File: src/rtl/display_scan_controller.sv
// display_scan_controller: multi-cycle double-dabble binary-to-BCD conversion
// driving a 4-digit multiplexed common-anode 7-segment display.
module display_scan_controller #(
  parameter int   W           = 8,
  parameter int   REFRESH_DIV = 50000,
  parameter logic BLANK_LZ    = 1'b1
) (
  input  logic         clk,
  input  logic         rst,
  input  logic [W-1:0] in,
  input  logic         load,
  output logic         busy,
  output logic         done,
  output logic [15:0]  digits,
  output logic [6:0]   seg,
  output logic [3:0]   an
);
  localparam int RW = $clog2(REFRESH_DIV);
  typedef enum logic [1:0] {IDLE, SHIFT, COMMIT} state_t;
  state_t state_q, state_d;
  logic [W-1:0] bin_q, bin_d;
  logic [15:0] bcd_q, bcd_d, bcd_adj, digits_q, digits_d;
  logic [W+15:0] sh;
  logic [3:0] cnt_q, cnt_d;
  logic busy_q, busy_d, done_q, done_d;
  logic [RW-1:0] ref_q, ref_d;
  logic [1:0] idx_q, idx_d;
  logic [3:0] an_q, an_d, nib;
  logic [6:0] seg_q, seg_d;
  logic wrap, z3, z2, z1, blank;

  function automatic logic [6:0] dec(input logic [3:0] d);
    case (d)
      4'd0: dec = 7'b1000000;
      4'd1: dec = 7'b1111001;
      4'd2: dec = 7'b0100100;
      4'd3: dec = 7'b0110000;
      4'd4: dec = 7'b0011001;
      4'd5: dec = 7'b0010010;
      4'd6: dec = 7'b0000010;
      4'd7: dec = 7'b1111000;
      4'd8: dec = 7'b0000000;
      4'd9: dec = 7'b0010000;
      default: dec = 7'b1111111;
    endcase
  endfunction

  always_comb begin
    state_d  = state_q;
    bin_d    = bin_q;
    bcd_d    = bcd_q;
    cnt_d    = cnt_q;
    busy_d   = busy_q;
    done_d   = 1'b0;
    digits_d = digits_q;
    bcd_adj  = bcd_q;
    for (int i = 0; i < 4; i++)
      bcd_adj[4*i +: 4] = bcd_q[4*i +: 4] >= 4'd5 ? bcd_q[4*i +: 4] + 4'd3 : bcd_q[4*i +: 4];
    sh = {bcd_adj, bin_q} << 1;
    case (state_q)
      IDLE: if (load) begin
        state_d = SHIFT;
        bin_d   = in;
        bcd_d   = '0;
        cnt_d   = 4'(W);
        busy_d  = 1'b1;
      end
      SHIFT: begin
        bcd_d = sh[W+15:W];
        bin_d = sh[W-1:0];
        cnt_d = cnt_q - 4'd1;
        if (cnt_q == 4'd1) state_d = COMMIT;
      end
      COMMIT: begin
        digits_d = bcd_q;
        done_d   = 1'b1;
        busy_d   = 1'b0;
        state_d  = IDLE;
      end
      default: state_d = IDLE;
    endcase
  end

  // an/seg are registered from the next index and next digits so they switch together
  always_comb begin
    wrap  = ref_q == RW'(REFRESH_DIV - 1);
    ref_d = wrap ? '0 : ref_q + RW'(1);
    idx_d = wrap ? idx_q + 2'd1 : idx_q;
    an_d  = ~(4'b0001 << idx_d);
    nib   = digits_d[4*idx_d +: 4];
    z3    = digits_d[15:12] == 4'd0;
    z2    = z3 && digits_d[11:8] == 4'd0;
    z1    = z2 && digits_d[7:4] == 4'd0;
    blank = BLANK_LZ && (idx_d == 2'd3 ? z3 : idx_d == 2'd2 ? z2 : idx_d == 2'd1 && z1);
    seg_d = blank ? 7'b1111111 : dec(nib);
  end

  always_ff @(posedge clk or posedge rst)
    if (rst) begin
      state_q  <= IDLE;
      bin_q    <= '0;
      bcd_q    <= '0;
      cnt_q    <= '0;
      busy_q   <= 1'b0;
      done_q   <= 1'b0;
      digits_q <= '0;
      ref_q    <= '0;
      idx_q    <= '0;
      an_q     <= 4'b1110;
      seg_q    <= 7'b1000000;
    end else begin
      state_q  <= state_d;
      bin_q    <= bin_d;
      bcd_q    <= bcd_d;
      cnt_q    <= cnt_d;
      busy_q   <= busy_d;
      done_q   <= done_d;
      digits_q <= digits_d;
      ref_q    <= ref_d;
      idx_q    <= idx_d;
      an_q     <= an_d;
      seg_q    <= seg_d;
    end

  assign busy   = busy_q;
  assign done   = done_q;
  assign digits = digits_q;
  assign seg    = seg_q;
  assign an     = an_q;
endmodule

File: config.mk
export PLATFORM = sky130hd
export DESIGN_NAME = display_scan_controller
export DESIGN_NICKNAME = d
export VERILOG_FILES = /design/src/rtl/display_scan_controller.sv
export SDC_FILE = /design/constraint.sdc
export NUM_CORES = 1
export LEC_CHECK = 0
export ABC_AREA = 1
export BUFFER_PORTS_ARGS = -buffer_cell sky130_fd_sc_hd__buf_4
export CORE_ASPECT_RATIO = 0.8
export CORE_UTILIZATION = 50
export DETAILED_ROUTE_END_ITERATION = 12
export GPL_TIMING_DRIVEN = 0
export PLACE_DENSITY_LB_ADDON = 0.12
export SLEW_MARGIN = 25
export SYNTH_ARGS = -nofsm -noshare
export SYNTH_HDL_FRONTEND = slang
export SYNTH_SLANG_ARGS = --single-unit
File: constraint.sdc
create_clock -name clk -period 2.7 [get_ports clk]
set_clock_uncertainty 0.15 [all_clocks]
set_input_delay 0.54 -clock clk [delete_from_list [all_inputs] [get_ports clk]]
set_output_delay 0.54 -clock clk [all_outputs]
set_load 0.01 [all_outputs]
Word level (Yosys, flattened, before mapping)
Memory sizes are Yosys's and may differ from the RTL's.
Index checks and enable logic that the tools add are counted.
{ "totals": {"mem_bits_ro": 112, "word_cells": 69, "latch_bits": 0, "reg_bits": 77, "inputBits": 11, "ram_bits": 0, "out_inout_bits": 29, "memories": 1} }
{ "memory_table": {"columns": ["name", "words", "word_bits", "read_ports", "rd_ports_with_merged_regs", "write_ports", "line", "text"], "rows": [
  ["(name not given)", 16, 7, 1, 0, 0, "33", "case (d)"]
]} }
{ "op_classes": {"bitwise": 1, "reduce_logical": 12, "multipliers": 0, "magnitude_cmp": 4, "muxes": 22, "div_mod_pow": 0, "eq_ne": 9, "n_addsub": 7, "shifts": 2} }
{ "ops": {"columns": ["cell", "n"], "rows": [
  ["$mux 16", 3],
  ["$pmux 16 s2", 1],
  ["$add 16x1->16 const B", 1],
  ["$eq 16x16->1 const B", 1],
  ["$ge 4x3->1 const B", 4],
  ["$mux 4", 4],
  ["$pmux 8 s2", 1],
  ["$shiftx 16x5->4", 1],
  ["$add 4x2->4 const B", 3],
  ["$logic_not 4->1", 3],
  ["$mux 8", 1],
  ["$pmux 4 s2", 1],
  ["$mux 7", 1],
  ["$eq 2x2->1 const B", 3],
  ["$mux 2", 3],
  ["$reduce_and 2->1", 3],
  ["$eq 2x1->1 const B", 2],
  ["$eq 4x1->1 const B", 1],
  ["$mux 1", 4],
  ["$ne 2x2->1 const B", 2],
  ["$not 4->4", 1],
  ["$pmux 2 s2", 1],
  ["$reduce_bool 2->1", 2],
  ["$shl 1x2->4 const A", 1],
  ["other kinds (7)", 9]
]} }

Depth between registers and ports, before layout
{ "depth": {"word_depth": 9, "depth_mapped": 17, "mapped_depth_nobuf": 16} }

Worst setup path after synthesis
Ideal clock, no wire load.
{ "synth_path": {"kind": "register to register", "startpoint": "register ref_q[0]", "endpoint": "register seg_q[5], in the netlist seg[5]", "setup_ps": 127, "path_slack_ps": 440, "arrival_time_ps": 1983, "period_less_slack_ps": 2260, "required_ps": 2423, "path_buffers": 1, "path_stages_with_launch": 17, "path_cell_list": "dfrtp_1 -> ha_1 -> nand3_4 -> nor2_4 -> nand2_4 -> nand2_8 -> nand2_4 -> buf_6 -> nand2_1 -> nand3_1 -> nand2_1 -> inv_1 -> ha_1 -> inv_1 -> nand3_1 -> nand3_1 -> nand3_1"} }
{ "synth_via": {"elab_chain_len": 7, "word_cells_on_any_way": 11, "cone_classes": "4 x eq/ne; 1 x shift; 4 x mux; 1 x reduce/logical; 1 x memory"} }
{ "synth_rtl": {"columns": ["item", "line", "text"], "rows": [
  ["start: declaration", "26", "logic [RW-1:0] ref_q, ref_d;"],
  ["start signal: assignment", "119", "ref_q <= ref_d;"],
  ["$eq 16x16->1 (*)", "86", "wrap = ref_q == RW'(REFRESH_DIV - 1);"],
  ["$mux 2 (*)", "88", "idx_d = wrap ? idx_q + 2'd1 : idx_q;"],
  ["branches (longest 4 deep; another with $mem_v2 16x7)", null, null],
  ["$mux 7 (*)", "95", "seg_d = blank ? 7'b1111111 : dec(nib);"],
  ["via seg_d[5]", "29", "logic [6:0] seg_q, seg_d;"],
  ["end signal: assignment", "122", "seg_q <= seg_d;"],
  ["end: declaration", "29", null]
]} }
Mark *: on every way through the listed nets, which the timed path passes.
A chain may end at the register's enable or synchronous reset.

Final worst setup path
{ "layout_path": {"startpoint": "register ref_q[0]", "endpoint": "register seg_q[3], in the netlist seg[3]"} }
The elaborated chain is that of the path after synthesis.

==> results.cfg <==
[global_routing]
grt_max_degree = 42
track_usage = 0.2302
grt_pass1_vias = 3295
grt_pass1_wl_um = 15650
antenna_found_initial = 0
gr-total-overflow = 0

[sta]
rsz0062_at_grt = false
finalSetupViolations = 0
slew_headroom = 0.5588
fin_crit_sh = 0.9118
tightest_slew_ns = 0.6593
finalHoldViolations = 0
fmax_mhz = 406.2
slew_violations = 0
min_period_ns = 2.462
layout_setup_ws_ns = 0.2381

[cells_and_area]
diodes = 0
num-nets-final = 578
drive_gt1_frac = 0.1784
final_util = 0.5969
area_growth_syn_to_layout_pct = 14.80

[logic_synthesis]
synth_xor_area_frac = 0.01477
synth.most_common_cell = nand2_1
synthDominantAreaCellType = dfrtp_1
dominantRegCellSynth = dfrtp_1
syn_nets = 527
async_flop_share = 1.000
synth_top_cell_area_share = 0.4402
syn_area_um2 = 4150
synth_cell_types = 36
yosys.area_share.simple = 0.2668
synthTopCellsByArea = dfrtp_1 44%, nand2_1 8.4%, inv_1 7.3%, o21ai_0 5.9%, nand3_1 5.4%
syn_inst = 500
netlist_top_cells_count = 93 x nand2_1, 81 x inv_1, 73 x dfrtp_1
ys_warn_count = 0
synth_edf_count = 0
synth_top_family_by_area = simple AND/OR/NAND/NOR gates
synth-compound-area-share = 0.1155
yosys.area_share.adder = 0.04824
synthMuxAreaShare = 0
syn_area_per_cell_um2 = 8.300
synth_seq_cells = 77
ys_seq_area_frac = 0.4655

[routing]
drt-initial-drc-count = 183
wl_per_cell_um = 13.83
vias_per_cell = 5.210
detail-route-antenna-nets = 0
routed_wl_um = 9167
first_pass_iters = 5
vias = 3454
drcViolationCount = 0

[floorplanning]
rows = 29
die_area_um2 = 8671
initial_utilization = 0.5199
die_h_um = 83.49
die_w_um = 103.9
core-area_um2 = 7983
num_io_pins = 40

[clock_tree]
clk_latency_ns = 0.36
cts_buffer_depth = 2
root_buffer = clkbuf_8
cts.reportedPaths.clkPinSlew_ns = 0.07
h-tree-depth = 3
post_cts_buffers = 0
cts_buffers = 9
cts_tree = yes
clkSinkCount = 77

[setup_path]
cp_data_required_time_ns = 2.78
cp_data_arrival_time_ns = 2.54
worstSetupEndpointType = flip-flop
startpoint_type = flip-flop
worstSetupPathType = flip-flop to flip-flop
path_max_fanout = 10
r2r_setup_slack_ns = 0.24

[place]
preCtsSetupSlack_ns = 0.1415
port_buffers = 39
globalplace.congestion = 0.8583
dp_hpwl_um = 6823

[outcome]
status = finished, final reports clean

[power_and_ir_drop]
power_density_nw_per_um2 = 985.1
ir_worst_vdd_v = 0.0008105
leakage_nw = 2.389

[min_path]
hp-class = primary input to asynchronous set/reset pin

[flow_run]
cap_violations = 0
==> worst paths after layout <==
path | start | to | depth (start not counted)
setup / recovery | ref_q[0] | seg[3] | 16
min in group clk | in[0] | bin_q[0] | 3
setup reg to reg | ref_q[0] | seg[3] | 16
hold reg to reg | bin_q[0] | bin_q[0] | 2
max in group asynchronous | rst | an[2] | 3
hold / removal | rst | bin_q[1] | 2
==> what timing repair did <==
action	in CTS	in global routing
setup endpoints to repair	0	4
hold buffers	0	0
resized for setup	0	5
==> layout by cell type (no fill, tap or decap), types with 2 or more instances in the layout <==
| cell type | synthesis | routed |
|---|---|---|
| nand2_1 | 93 | 92 |
| inv_1 | 81 | 80 |
| dfrtp_1 | 73 | 73 |
| o21ai_0 | 49 | 46 |
| nand3_1 | 45 | 45 |
| nor2_1 | 39 | 39 |
| buf_4 | 0 | 39 |
| a21oi_1 | 16 | 16 |
| ha_1 | 16 | 15 |
| clkbuf_8 | 0 | 10 |
| clkbuf_1 | 6 | 9 |
| nand2_2 | 8 | 9 |
| o22ai_1 | 7 | 7 |
| nand2_4 | 7 | 7 |
| nor2_4 | 5 | 5 |
| nand3_2 | 5 | 5 |
| o21ai_1 | 2 | 5 |
| nor3_1 | 4 | 4 |
| o211ai_1 | 4 | 4 |
| xor2_1 | 4 | 4 |
| o32ai_1 | 4 | 4 |
| dfstp_2 | 4 | 4 |
| clkinv_2 | 1 | 3 |
| nand3_4 | 3 | 3 |
| buf_2 | 3 | 3 |
| xnor2_1 | 3 | 3 |
| a31oi_1 | 3 | 3 |
| nand4_1 | 3 | 3 |
| or2_2 | 2 | 2 |
| nor3b_1 | 2 | 2 |
==> routing by layer <==
| layer | global-route usage | vias to the layer above | routed length (um) |
|---|---|---|---|
| li1 | - | 1712 | - |
| met1 | 0.3091 | 1632 | 4433 |
| met2 | 0.3600 | 91 | 4175 |
| met3 | 0.06011 | 19 | 421 |
| met4 | 0.08571 | 0 | 137 |
| met5 | 0 | - | 0 |
==> registers in the layout, summed over array words and instances, names as in the netlist, 2 cells and up <==
name,count
bcd_q,16
digits,16
ref_q,16
bin_q,8
seg,7
an,4
cnt_q,4
idx_q,2
state_q,2
==> cell families (layout without fill, tap and decap cells) <==
family / count (synthesis) / in the layout
xor gates and xnor gates: 7 / 7
AOI/OAI and AO/OA: 87 / 87
adders and majority gates: 16 / 16
buffers and inverters: 94 / 149
DFF: 77 / 77
and+or+nand+nor: 219 / 219
==> critical path, cell delays in order, from the launching register on <==
cell and delay (ns):
dfrtp_1 0.40, ha_2 0.23, nand3_4 0.12, nor2_4 0.16, nand2_4 0.11, nand2_8 0.10, nand2_4 0.05, buf_6 0.14
nand2_1 0.06, nand3_1 0.09, nand2_2 0.13, inv_1 0.07, ha_1 0.18, inv_1 0.05, nand3_1 0.11, nand3_1 0.11
nand3_1 0.07
==> power by group <==
group | leakage (nW) | switching, W | internal (W)
sequential | 0.950 | 0.000221 | 0.00154
combinational | 1.36 | 0.00136 | 0.000822
clock | 0.0833 | 0.000397 | 0.000352
==> per-stage QoR <==
| stage | area, um^2 | power [W] | setup TNS (ns) | cells | hold WS, ns |
|---|---|---|---|---|---|
| after floorplan | 4150 | 0.003226 | 0 | 500 | 0.2926 |
| after global placement | 4578 | 0.003851 | -68.71 | 647 | 0.3100 |
| after detailed placement | 4601 | 0.003945 | 0 | 648 | 0.3123 |
| after CTS | 4760 | 0.004707 | 0 | 663 | 0.09040 |
| after global routing | 4765 | 0.005101 | 0 | 663 | 0.1095 |
| final | 4765 | 0.004694 | 0 | 663 | 0.07815 |
==> cell type report <==
| type | instances | area (um^2) |
|---|---|---|
| inverters | 84 | 324.1 |
| multi-input cells | 329 | 1853 |
| plain buffers | 10 | 48.80 |
| repair buffers | 40 | 312.8 |
| well taps | 108 | 135.1 |
| clock inverters | 2 | 10.01 |
| fillers | 734 | 3218 |
| clock buffers | 13 | 148.9 |
| flip-flops and latches | 77 | 1932 |
(Power assumes the default switching activity.)
